File: src/rtl/dump_pkg.sv
// Shared types and defaults for the DRAM readback (dump) engine.
package dump_pkg;

  localparam int DUMP_ADDR_W     = 9;
  localparam int DUMP_DATA_W     = 16;
  localparam int DUMP_MAX_RD_LAT = 4;
  // Wide enough to count 0 .. DUMP_MAX_RD_LAT-1
  localparam int DUMP_LAT_W      = 2;

  typedef enum logic [2:0] {
    IDLE = 3'd0,
    READ = 3'd1,
    WAIT = 3'd2,
    SEND = 3'd3,
    DONE = 3'd4
  } dump_state_e;

  function automatic logic state_is_busy(input dump_state_e st);
    return (st != IDLE);
  endfunction

endpackage

File: src/rtl/dram_dump_ctrl_if.sv
// Bundles the host start request, DRAM external port and output stream of the dump engine.
interface dram_dump_ctrl_if
  import dump_pkg::*;
#(
  parameter int ADDR_W = DUMP_ADDR_W,
  parameter int DATA_W = DUMP_DATA_W
) ();

  logic              start_dump;
  logic [ADDR_W-1:0] base_addr;
  logic [ADDR_W-1:0] word_count;
  logic [ADDR_W-1:0] addr_ext;
  logic              dram_read_ext;
  logic [DATA_W-1:0] dram_out;
  logic [DATA_W-1:0] dout;
  logic              dout_valid;
  logic              dout_ready;
  logic              busy;
  logic              done;

  // Environment side: host, DRAM and sink
  modport master (
    output start_dump, base_addr, word_count, dram_out, dout_ready,
    input  addr_ext, dram_read_ext, dout, dout_valid, busy, done
  );

  // Dump engine side
  modport slave (
    input  start_dump, base_addr, word_count, dram_out, dout_ready,
    output addr_ext, dram_read_ext, dout, dout_valid, busy, done
  );

endinterface

File: src/rtl/dump_addr_gen.sv
// Holds the current dump address and the number of words still to send.
module dump_addr_gen #(
  parameter int ADDR_W = 9
) (
  input  logic              clock,
  input  logic              reset_n,
  input  logic              load,
  input  logic              step,
  input  logic [ADDR_W-1:0] base,
  input  logic [ADDR_W-1:0] count,
  output logic [ADDR_W-1:0] cur_addr,
  output logic              last
);

  logic [ADDR_W-1:0] cur_addr_r;
  logic [ADDR_W-1:0] remaining_r;

  // Load on start, advance after each accepted word; the address wraps naturally at 2^ADDR_W
  always_ff @(posedge clock or negedge reset_n) begin
    if (!reset_n) begin
      cur_addr_r  <= {ADDR_W{1'b0}};
      remaining_r <= {ADDR_W{1'b0}};
    end else if (load) begin
      cur_addr_r  <= base;
      remaining_r <= count;
    end else if (step) begin
      cur_addr_r  <= cur_addr_r + ADDR_W'(1);
      remaining_r <= remaining_r - ADDR_W'(1);
    end else begin
      cur_addr_r  <= cur_addr_r;
      remaining_r <= remaining_r;
    end
  end

  assign cur_addr = cur_addr_r;
  assign last     = (remaining_r == ADDR_W'(1));

endmodule

File: src/rtl/dram_dump_ctrl.sv
// Reads a contiguous DRAM range through the external port and streams each word on valid/ready.
module dram_dump_ctrl
  import dump_pkg::*;
#(
  parameter int ADDR_W = DUMP_ADDR_W,
  parameter int DATA_W = DUMP_DATA_W,
  parameter int RD_LAT = 1            // legal 1 .. DUMP_MAX_RD_LAT
) (
  input logic             clock,
  input logic             reset_n,
  dram_dump_ctrl_if.slave bus
);

  localparam logic [DUMP_LAT_W-1:0] LAT_LAST = DUMP_LAT_W'(RD_LAT - 1);

  dump_state_e           state_r;
  dump_state_e           state_nx_s;
  logic [DUMP_LAT_W-1:0] lat_r;
  logic [DUMP_LAT_W-1:0] lat_nx_s;
  logic                  load_s;
  logic                  step_s;
  logic                  capture_s;
  logic                  last_s;
  logic [ADDR_W-1:0]     cur_addr_s;
  logic [DATA_W-1:0]     dout_r;
  logic                  strobe_r;
  logic                  valid_r;
  logic                  busy_r;
  logic                  done_r;

  dump_addr_gen #(.ADDR_W(ADDR_W)) u_addr_gen (
    .clock    (clock),
    .reset_n  (reset_n),
    .load     (load_s),
    .step     (step_s),
    .base     (bus.base_addr),
    .count    (bus.word_count),
    .cur_addr (cur_addr_s),
    .last     (last_s)
  );

  // Next-state, latency counting and address-generator control
  always_comb begin
    state_nx_s = state_r;
    lat_nx_s   = lat_r;
    load_s     = 1'b0;
    step_s     = 1'b0;
    capture_s  = 1'b0;
    case (state_r)
      IDLE: begin
        if (bus.start_dump) begin
          if (bus.word_count != {ADDR_W{1'b0}}) begin
            load_s     = 1'b1;
            state_nx_s = READ;
          end else begin
            state_nx_s = DONE;
          end
        end else begin
          state_nx_s = IDLE;
        end
      end
      READ: begin
        lat_nx_s   = {DUMP_LAT_W{1'b0}};
        state_nx_s = WAIT;
      end
      WAIT: begin
        if (lat_r == LAT_LAST) begin
          capture_s  = 1'b1;
          lat_nx_s   = {DUMP_LAT_W{1'b0}};
          state_nx_s = SEND;
        end else begin
          lat_nx_s   = lat_r + DUMP_LAT_W'(1);
          state_nx_s = WAIT;
        end
      end
      SEND: begin
        if (bus.dout_ready) begin
          step_s     = 1'b1;
          state_nx_s = last_s ? DONE : READ;
        end else begin
          state_nx_s = SEND;
        end
      end
      DONE: begin
        state_nx_s = IDLE;
      end
      default: begin
        state_nx_s = IDLE;
      end
    endcase
  end

  // State, counter, data capture and outputs decoded one cycle early so they come from flops
  always_ff @(posedge clock or negedge reset_n) begin
    if (!reset_n) begin
      state_r  <= IDLE;
      lat_r    <= {DUMP_LAT_W{1'b0}};
      dout_r   <= {DATA_W{1'b0}};
      strobe_r <= 1'b0;
      valid_r  <= 1'b0;
      busy_r   <= 1'b0;
      done_r   <= 1'b0;
    end else begin
      state_r  <= state_nx_s;
      lat_r    <= lat_nx_s;
      dout_r   <= capture_s ? bus.dram_out : dout_r;
      strobe_r <= (state_nx_s == READ);
      valid_r  <= (state_nx_s == SEND);
      busy_r   <= state_is_busy(state_nx_s);
      done_r   <= (state_nx_s == DONE);
    end
  end

  assign bus.addr_ext      = cur_addr_s;
  assign bus.dram_read_ext = strobe_r;
  assign bus.dout          = dout_r;
  assign bus.dout_valid    = valid_r;
  assign bus.busy          = busy_r;
  assign bus.done          = done_r;

endmodule

File: src/flat_wrapper.sv
// flat-port wrapper written by rule: the top's interface ports become plain ports
module dram_dump_ctrl_flat import dump_pkg::*;
#(
  parameter int ADDR_W = DUMP_ADDR_W,
  parameter int DATA_W = DUMP_DATA_W,
  parameter int RD_LAT = 1                                         
)
  (clock, reset_n, bus_start_dump, bus_base_addr, bus_word_count, bus_dram_out, bus_dout_ready, bus_addr_ext, bus_dram_read_ext, bus_dout, bus_dout_valid, bus_busy, bus_done);
  dram_dump_ctrl_if #(.ADDR_W(ADDR_W), .DATA_W(DATA_W)) bus_i ();
  input logic clock;
  input logic reset_n;
  input wire logic [$bits(bus_i.start_dump)-1:0] bus_start_dump;
  input wire logic [$bits(bus_i.base_addr)-1:0] bus_base_addr;
  input wire logic [$bits(bus_i.word_count)-1:0] bus_word_count;
  input wire logic [$bits(bus_i.dram_out)-1:0] bus_dram_out;
  input wire logic [$bits(bus_i.dout_ready)-1:0] bus_dout_ready;
  output wire logic [$bits(bus_i.addr_ext)-1:0] bus_addr_ext;
  output wire logic [$bits(bus_i.dram_read_ext)-1:0] bus_dram_read_ext;
  output wire logic [$bits(bus_i.dout)-1:0] bus_dout;
  output wire logic [$bits(bus_i.dout_valid)-1:0] bus_dout_valid;
  output wire logic [$bits(bus_i.busy)-1:0] bus_busy;
  output wire logic [$bits(bus_i.done)-1:0] bus_done;
  assign bus_i.start_dump = bus_start_dump;
  assign bus_i.base_addr = bus_base_addr;
  assign bus_i.word_count = bus_word_count;
  assign bus_i.dram_out = bus_dram_out;
  assign bus_i.dout_ready = bus_dout_ready;
  assign bus_addr_ext = bus_i.addr_ext;
  assign bus_dram_read_ext = bus_i.dram_read_ext;
  assign bus_dout = bus_i.dout;
  assign bus_dout_valid = bus_i.dout_valid;
  assign bus_busy = bus_i.busy;
  assign bus_done = bus_i.done;
  dram_dump_ctrl #(.ADDR_W(ADDR_W), .DATA_W(DATA_W), .RD_LAT(RD_LAT)) u_core (.clock(clock), .reset_n(reset_n), .bus(bus_i));
endmodule
File: config.mk
export PLATFORM = sky130hd
export DESIGN_NAME = dram_dump_ctrl_flat
export DESIGN_NICKNAME = d
export VERILOG_FILES = /design/src/rtl/dump_pkg.sv /design/src/rtl/dram_dump_ctrl_if.sv /design/src/rtl/dump_addr_gen.sv /design/src/rtl/dram_dump_ctrl.sv /design/src/flat_wrapper.sv
export SDC_FILE = /design/constraint.sdc
export NUM_CORES = 1
export LEC_CHECK = 0
export BUFFER_PORTS_ARGS = -buffer_cell sky130_fd_sc_hd__buf_4
export CAP_MARGIN = 20
export CORE_ASPECT_RATIO = 0.9
export CORE_MARGIN = 2
export CORE_UTILIZATION = 30
export CTS_BUF_LIST = sky130_fd_sc_hd__clkbuf_2
export DETAILED_ROUTE_END_ITERATION = 8
export GPL_ROUTABILITY_DRIVEN = 0
export HOLD_SLACK_MARGIN = 0.1
export PLACE_DENSITY_LB_ADDON = 0.2
export SYNTH_ARGS = -nofsm -noshare
export SYNTH_HDL_FRONTEND = slang
export SYNTH_SLANG_ARGS = --single-unit
File: constraint.sdc
create_clock -name clock -period 3.9 [get_ports clock]
set_input_delay 0.585 -clock clock [delete_from_list [all_inputs] [get_ports clock]]
set_output_delay 0.585 -clock clock [all_outputs]
set_load 0.01 [all_outputs]
Word-level counts from Yosys, hierarchy flattened
Index checks and enable logic that the tools add are counted.
{ "word_totals": {"wordCells": 44, "regBits": 43} }
{ "op_classes": {"n_eq_ne": 7, "n_reduce_logical": 6, "n_mux": 19, "n_addsub": 3} }
{ "ops": {"columns": ["cell", "n"], "rows": [
  ["$mux 9", 4],
  ["$mux 3", 4],
  ["$pmux 3 s4", 1],
  ["$add 9x1->9 const B", 1],
  ["$eq 3x2->1 const B", 3],
  ["$eq 9x1->1 const B", 1],
  ["$reduce_bool 9->1", 1],
  ["$sub 9x1->9 const B", 1],
  ["$mux 1", 8],
  ["$eq 3x1->1 const B", 2],
  ["$pmux 2 s2", 1],
  ["$reduce_bool 2->1", 2],
  ["$eq 3x3->1 const B", 1],
  ["$logic_not 3->1", 1],
  ["$reduce_bool 3->1", 1],
  ["$add 2x1->2 const B", 1],
  ["$logic_not 2->1", 1],
  ["$mux 2", 1]
]} }

Longest topological paths before layout
{ "depth": {"word_depth": 5, "depth_mapped": 7, "mapped_depth_nobuf": 6} }

Cells and area by module
Synthesis repeated with hierarchy kept, for this count alone.
{ "unflattened": {"cells_unflattened": 185, "hier_area_um2": 2112.0} }
{ "by_module_without_submodules": {"columns": ["module", "cells_each", "instances", "area_each_um2"], "rows": [
  ["dram_dump_ctrl", 78, 1, 1126.1],
  ["dump_addr_gen", 107, 1, 985.9]
]} }

Worst setup path before layout
Ideal clock, no wire load.
{ "synth_timing": {"path_kind": "input to register", "startpoint": "input bus_word_count[3]", "endpoint": "register u_core.u_addr_gen.cur_addr_r[7], in the netlist u_core.u_addr_gen.cur_addr[7]", "setup_ps": 126, "t_required_ps": 3774, "slack_ps": 1994, "arrival_time_ps": 1780, "path_stages": 4, "path_cell_list": "nor4_1 a31oi_4 buf_6 a221o_1"} }
{ "synth_between": {"elab_chain_cells": 5} }
{ "synth_lines": {"columns": ["item", "line", "rtl"], "rows": [
  ["from (decl)", "flat_wrapper.sv:14", "input wire logic [$bits(bus_i.word_count)-1:0] bus_word_count;"],
  ["$reduce_bool 9->1 *", "dram_dump_ctrl.sv:52", "if (bus.word_count != {ADDR_W{1'b0}}) begin"],
  ["$mux 1 *", "dram_dump_ctrl.sv:52", null],
  ["$mux 1 *", "dram_dump_ctrl.sv:51", "if (bus.start_dump) begin"],
  ["$mux 1 *", "dram_dump_ctrl.sv:49", "case (state_r)"],
  ["$mux 9 or $reduce_bool 2->1 (tied branches)", null, null],
  ["to (signal assigned)", "dump_addr_gen.sv:21", "cur_addr_r <= {ADDR_W{1'b0}};"],
  ["to (signal assigned)", "dump_addr_gen.sv:24", "cur_addr_r <= base;"],
  ["to (signal assigned)", "dump_addr_gen.sv:27", "cur_addr_r <= cur_addr_r + ADDR_W'(1);"],
  ["to (decl)", "dump_addr_gen.sv:15", "logic [ADDR_W-1:0] cur_addr_r;"]
]} }
Mark *: on every way between the ends. The rest lies on a longest branch, timed or not.
A chain may end at the register's enable or synchronous reset.

Final worst setup path
{ "layout_timing": {"startpoint": "register u_core.state_r[2]", "endpoint": "register u_core.u_addr_gen.cur_addr_r[8], in the netlist u_core.u_addr_gen.cur_addr[8]"} }
{ "layout_between": {"elab_chain_cells": 3} }
{ "layout_lines": {"columns": ["item", "line", "rtl"], "rows": [
  ["from (decl)", "dram_dump_ctrl.sv:16", "dump_state_e state_r;"],
  ["from (signal assigned)", "dram_dump_ctrl.sv:104", "state_r <= state_nx_s;"],
  ["$eq 3x2->1 or $logic_not 3->1 (tied branches)", "dram_dump_ctrl.sv:49", null],
  ["$mux 1", "dram_dump_ctrl.sv:49", null],
  ["$reduce_bool 2->1 (no line) or $mux 9 (tied branches)", null, null],
  ["to (signal assigned)", "dump_addr_gen.sv:24", null],
  ["to (signal assigned)", "dump_addr_gen.sv:27", null],
  ["to (signal assigned)", "dump_addr_gen.sv:30", "cur_addr_r <= cur_addr_r;"]
]} }
Parallel ways exist; a longest one is shown, timed or not.

==> run_results.csv <==
group,metric,value,unit
yosys,synthSimpleGateAreaFrac,16.21,%
detailed_routing,wirelength,4.932,mm
sta,drv_slew,0,
cells_and_area,area_growth,28.05,%
cts,htree_levels,2,
yosys,synth-compound-area-share,13.12,%
job,max_cap_viol_count,0,
detailed_routing,vias,1662,
yosys,synthCells,194,
placement,dp.cells,345,
global_route,grt_pass1_wl,8.252,mm
cts,hold_buffers,0,
sta,hold_viol,0,
global_route,grt_use_total,13.22,%
cts,clk_latency,390,ps
cts,cts_resized,0,
cts,cts_setup_buffers,0,
die,ioPinCount,67,
yosys,async_flop_share,100.0,%
power,p_leak,1.250,nW
power,power,1.939,mW
sta,slew-limit-headroom,49.46,%
detailed_routing,drt_iter0_markers,51,
yosys,synth_area,0.002146,mm²
hold_path,hold_class,"in2async",
yosys,synth-xor-area-share,4.082,%
worst_setup_path,ff2ff_path_depth,4,
worst_setup_path,rrSetupSlack,1480,ps
sta,hold_slack,142.6,ps
sta,tns,0,ps
die,die_w,93.15,µm
global_route,antenna_found_initial,0,
cells_and_area,drive_gt1_share,35.77,%
yosys,synth.avg_cell_area,11.06,µm²
cts,cts_tree,"yes",
detailed_routing,remaining_drc_errors,0,
worst_setup_path,cp-end-kind,"flop",
sta,rsz0062_at_grt,"false",
die,coreArea,0.007003,mm²
sta,fmaxAchievable,0.4131,GHz
die,initial_utilization,30.64,%
cells_and_area,fill_cells,709,
placement,place_hpwl,3.529,mm
cells_and_area,nets,302,
yosys,ys_seq_area_share,50.15,%
worst_setup_path,crit-reg2reg-launch,"u_core.state_r[2]",
yosys,synthAdderAreaFrac,2.915,%
yosys,synth_mux_area_share,9.388,%
cells_and_area,num_antenna_cells,0,
cts,cts_buffers,5,
detailed_routing,antenna_left,0,
yosys,synth_edf_count,0,
status,status,"finished clean",
die,die-area,0.007846,mm²
global_route,first_global_vias,1707,
worst_setup_path,cp-start-kind,"flop",
worst_setup_path,setup.worst_path.class,"reg2reg",
global_route,grt_max_degree,44,
yosys,synth_nets,237,
worst_setup_path,r2r_end,"u_core.u_addr_gen.cur_addr[8]",
yosys,synth_warnings,0,
sta,period_share,62.08,%
detailed_routing,routed_via_density,4.708,
detailed_routing,drt_pass1_iterations,4,
cts,cts_root_buffer,"clkbuf_2",
die,chipHeight,84.24,µm
detailed_routing,wl_per_cell,13.97,µm
cts,cts_max_path_buffers,2,
yosys,synth_flop_cell,"dfrtp_1",
sta,period_needed,2421,ps
die,fp-row-count,29,
yosys,synth_seq_cells,43,
power,power.density,705.8,mW/mm²
power,irDropWorstVdd,255.5,µV
sta,fin_skew,10.12,ps
worst_setup_path,cp.arrival,2730,ps
worst_setup_path,cp_max_fo,28,
global_route,overflow,0,
cells_and_area,final_cells,353,
yosys,synth_top_family_by_area,"simple AND/OR/NAND/NOR gates",
cts,clock-sinks,43,
worst_setup_path,worstPathRequired,4210,ps
yosys,yosysUniqueCellTypes,52,
placement,port-buffer-count,66,
cts,clk_pin_slew,210,ps
sta,finalSetupViolCount,0,
sta,worstMarginPinSlew,751.1,ps
[Yosys cell counts (all sizes together) (2+ instances only)]
cell type,instances,area share [%]
a21oi,3,0.70
a221o,5,2.3
a22oi,3,1.0
a31oi,2,1.3
buf,9,2.6
dfrtp,43,50
ha,5,2.9
inv,9,1.6
mux2,17,8.9
nand2,17,3.0
nand3,3,0.70
nand4,2,0.58
nor2,14,2.4
nor2b,3,0.87
nor3,8,1.9
nor4,2,0.58
nor4b,2,1.5
o21ai,11,2.6
o21bai,2,0.70
xnor2,4,1.6
xor2,6,2.4
[power breakdown]
part / total, mW / switching [mW] / internal [mW] / leakage (nW)
Sequential: 0.827 / 0.186 / 0.642 / 0.521
Clock: 0.185 / 0.142 / 0.0433 / 0.0281
Combinational: 0.926 / 0.425 / 0.501 / 0.700
[how the worst max path moves through the flow]
stage                      start                               end  slack, ps
3_5_place_dp      bus_start_dump  u_core.u_addr_gen.remaining_r[0]       1390
6_report       u_core.state_r[2]     u_core.u_addr_gen.cur_addr[8]       1480
5_1_grt        u_core.state_r[2]     u_core.u_addr_gen.cur_addr[8]       1290
2_1_floorplan  bus_word_count[3]     u_core.u_addr_gen.cur_addr[7]       1990
3_3_place_gp      bus_start_dump  u_core.u_addr_gen.remaining_r[4]       1410
4_1_cts        u_core.state_r[2]  u_core.u_addr_gen.remaining_r[0]       1440
[flip-flops by register name, summed over array words and instances, names as in the netlist]
name / cells
u_core.bus.dout: 16
u_core.u_addr_gen.cur_addr: 9
u_core.u_addr_gen.remaining_r: 9
u_core.bus.dram_read_ext: 1
u_core.bus.busy: 1
u_core.lat_r: 2
u_core.bus.dout_valid: 1
u_core.bus.done: 1
u_core.state_r: 3
[placed cells by master, fill, tap and decap left out, types with 2 or more instances in the layout]
master / netlist / routed
xor2_1: 6 / 6
o21ai_1: 2 / 2
nor2_1: 14 / 14
o21bai_1: 2 / 2
dfrtp_1: 43 / 43
buf_4: 0 / 67
xnor2_1: 4 / 4
ha_1: 5 / 5
a21oi_1: 3 / 3
mux2_1: 2 / 2
nor2b_1: 3 / 3
nand3_1: 3 / 3
inv_1: 8 / 8
nor3_1: 8 / 8
a22oi_1: 3 / 3
a221o_1: 5 / 5
nand4_1: 2 / 2
nand2_1: 17 / 17
o21ai_0: 9 / 9
nor4_1: 2 / 2
clkbuf_2: 0 / 6
clkinv_1: 0 / 2
mux2_2: 15 / 15
[logic make-up after synthesis]
logic type | count (synthesis)
AND/OR/NAND/NOR | 63
flip-flops | 43
AO/OA/AOI/OAI | 37
buffers and inverters | 18
multiplexers | 18
XOR/XNOR | 10
adder cells (fa/ha/maj) | 5
[worst max-delay path: stages, from the launching register on]
cell	delay, ps
dfrtp_1	540
or4b_4	610
a31oi_4	610
nor2_1	240
a221o_1	340
[per-layer routing]
metal,vias up,global-route usage (%),share of wire [%],routed length (µm)
li1,829,-,-,-
met1,787,17.72,47,2310
met2,40,21.21,47,2323
met3,6,2.962,4.6,229
met4,0,4.412,1.4,69
met5,-,0,0,0
[through the flow]
stage,instance area [µm²],setup slack (ps),utilization (%)
floorplan,2146,1994,-
global placement,2710,1410,38.70
detailed placement,2710,1387,38.70
CTS,2748,1443,39.24
global route,2748,1285,39.24
finish,2748,1479,39.24
[layout make-up]
type	instances	area (µm²)	area share [%]
Sequential cell	43	1076	39.16
Multi-Input combinational cell	133	980.9	35.70
Timing Repair Buffer	67	503.0	18.31
Tap cell	93	116.4	4.235
Inverter	9	33.78	1.230
Clock buffer	6	30.03	1.093
Clock inverter	2	7.507	0.2732
No activity file was read; power rests on OpenSTA's default activity.
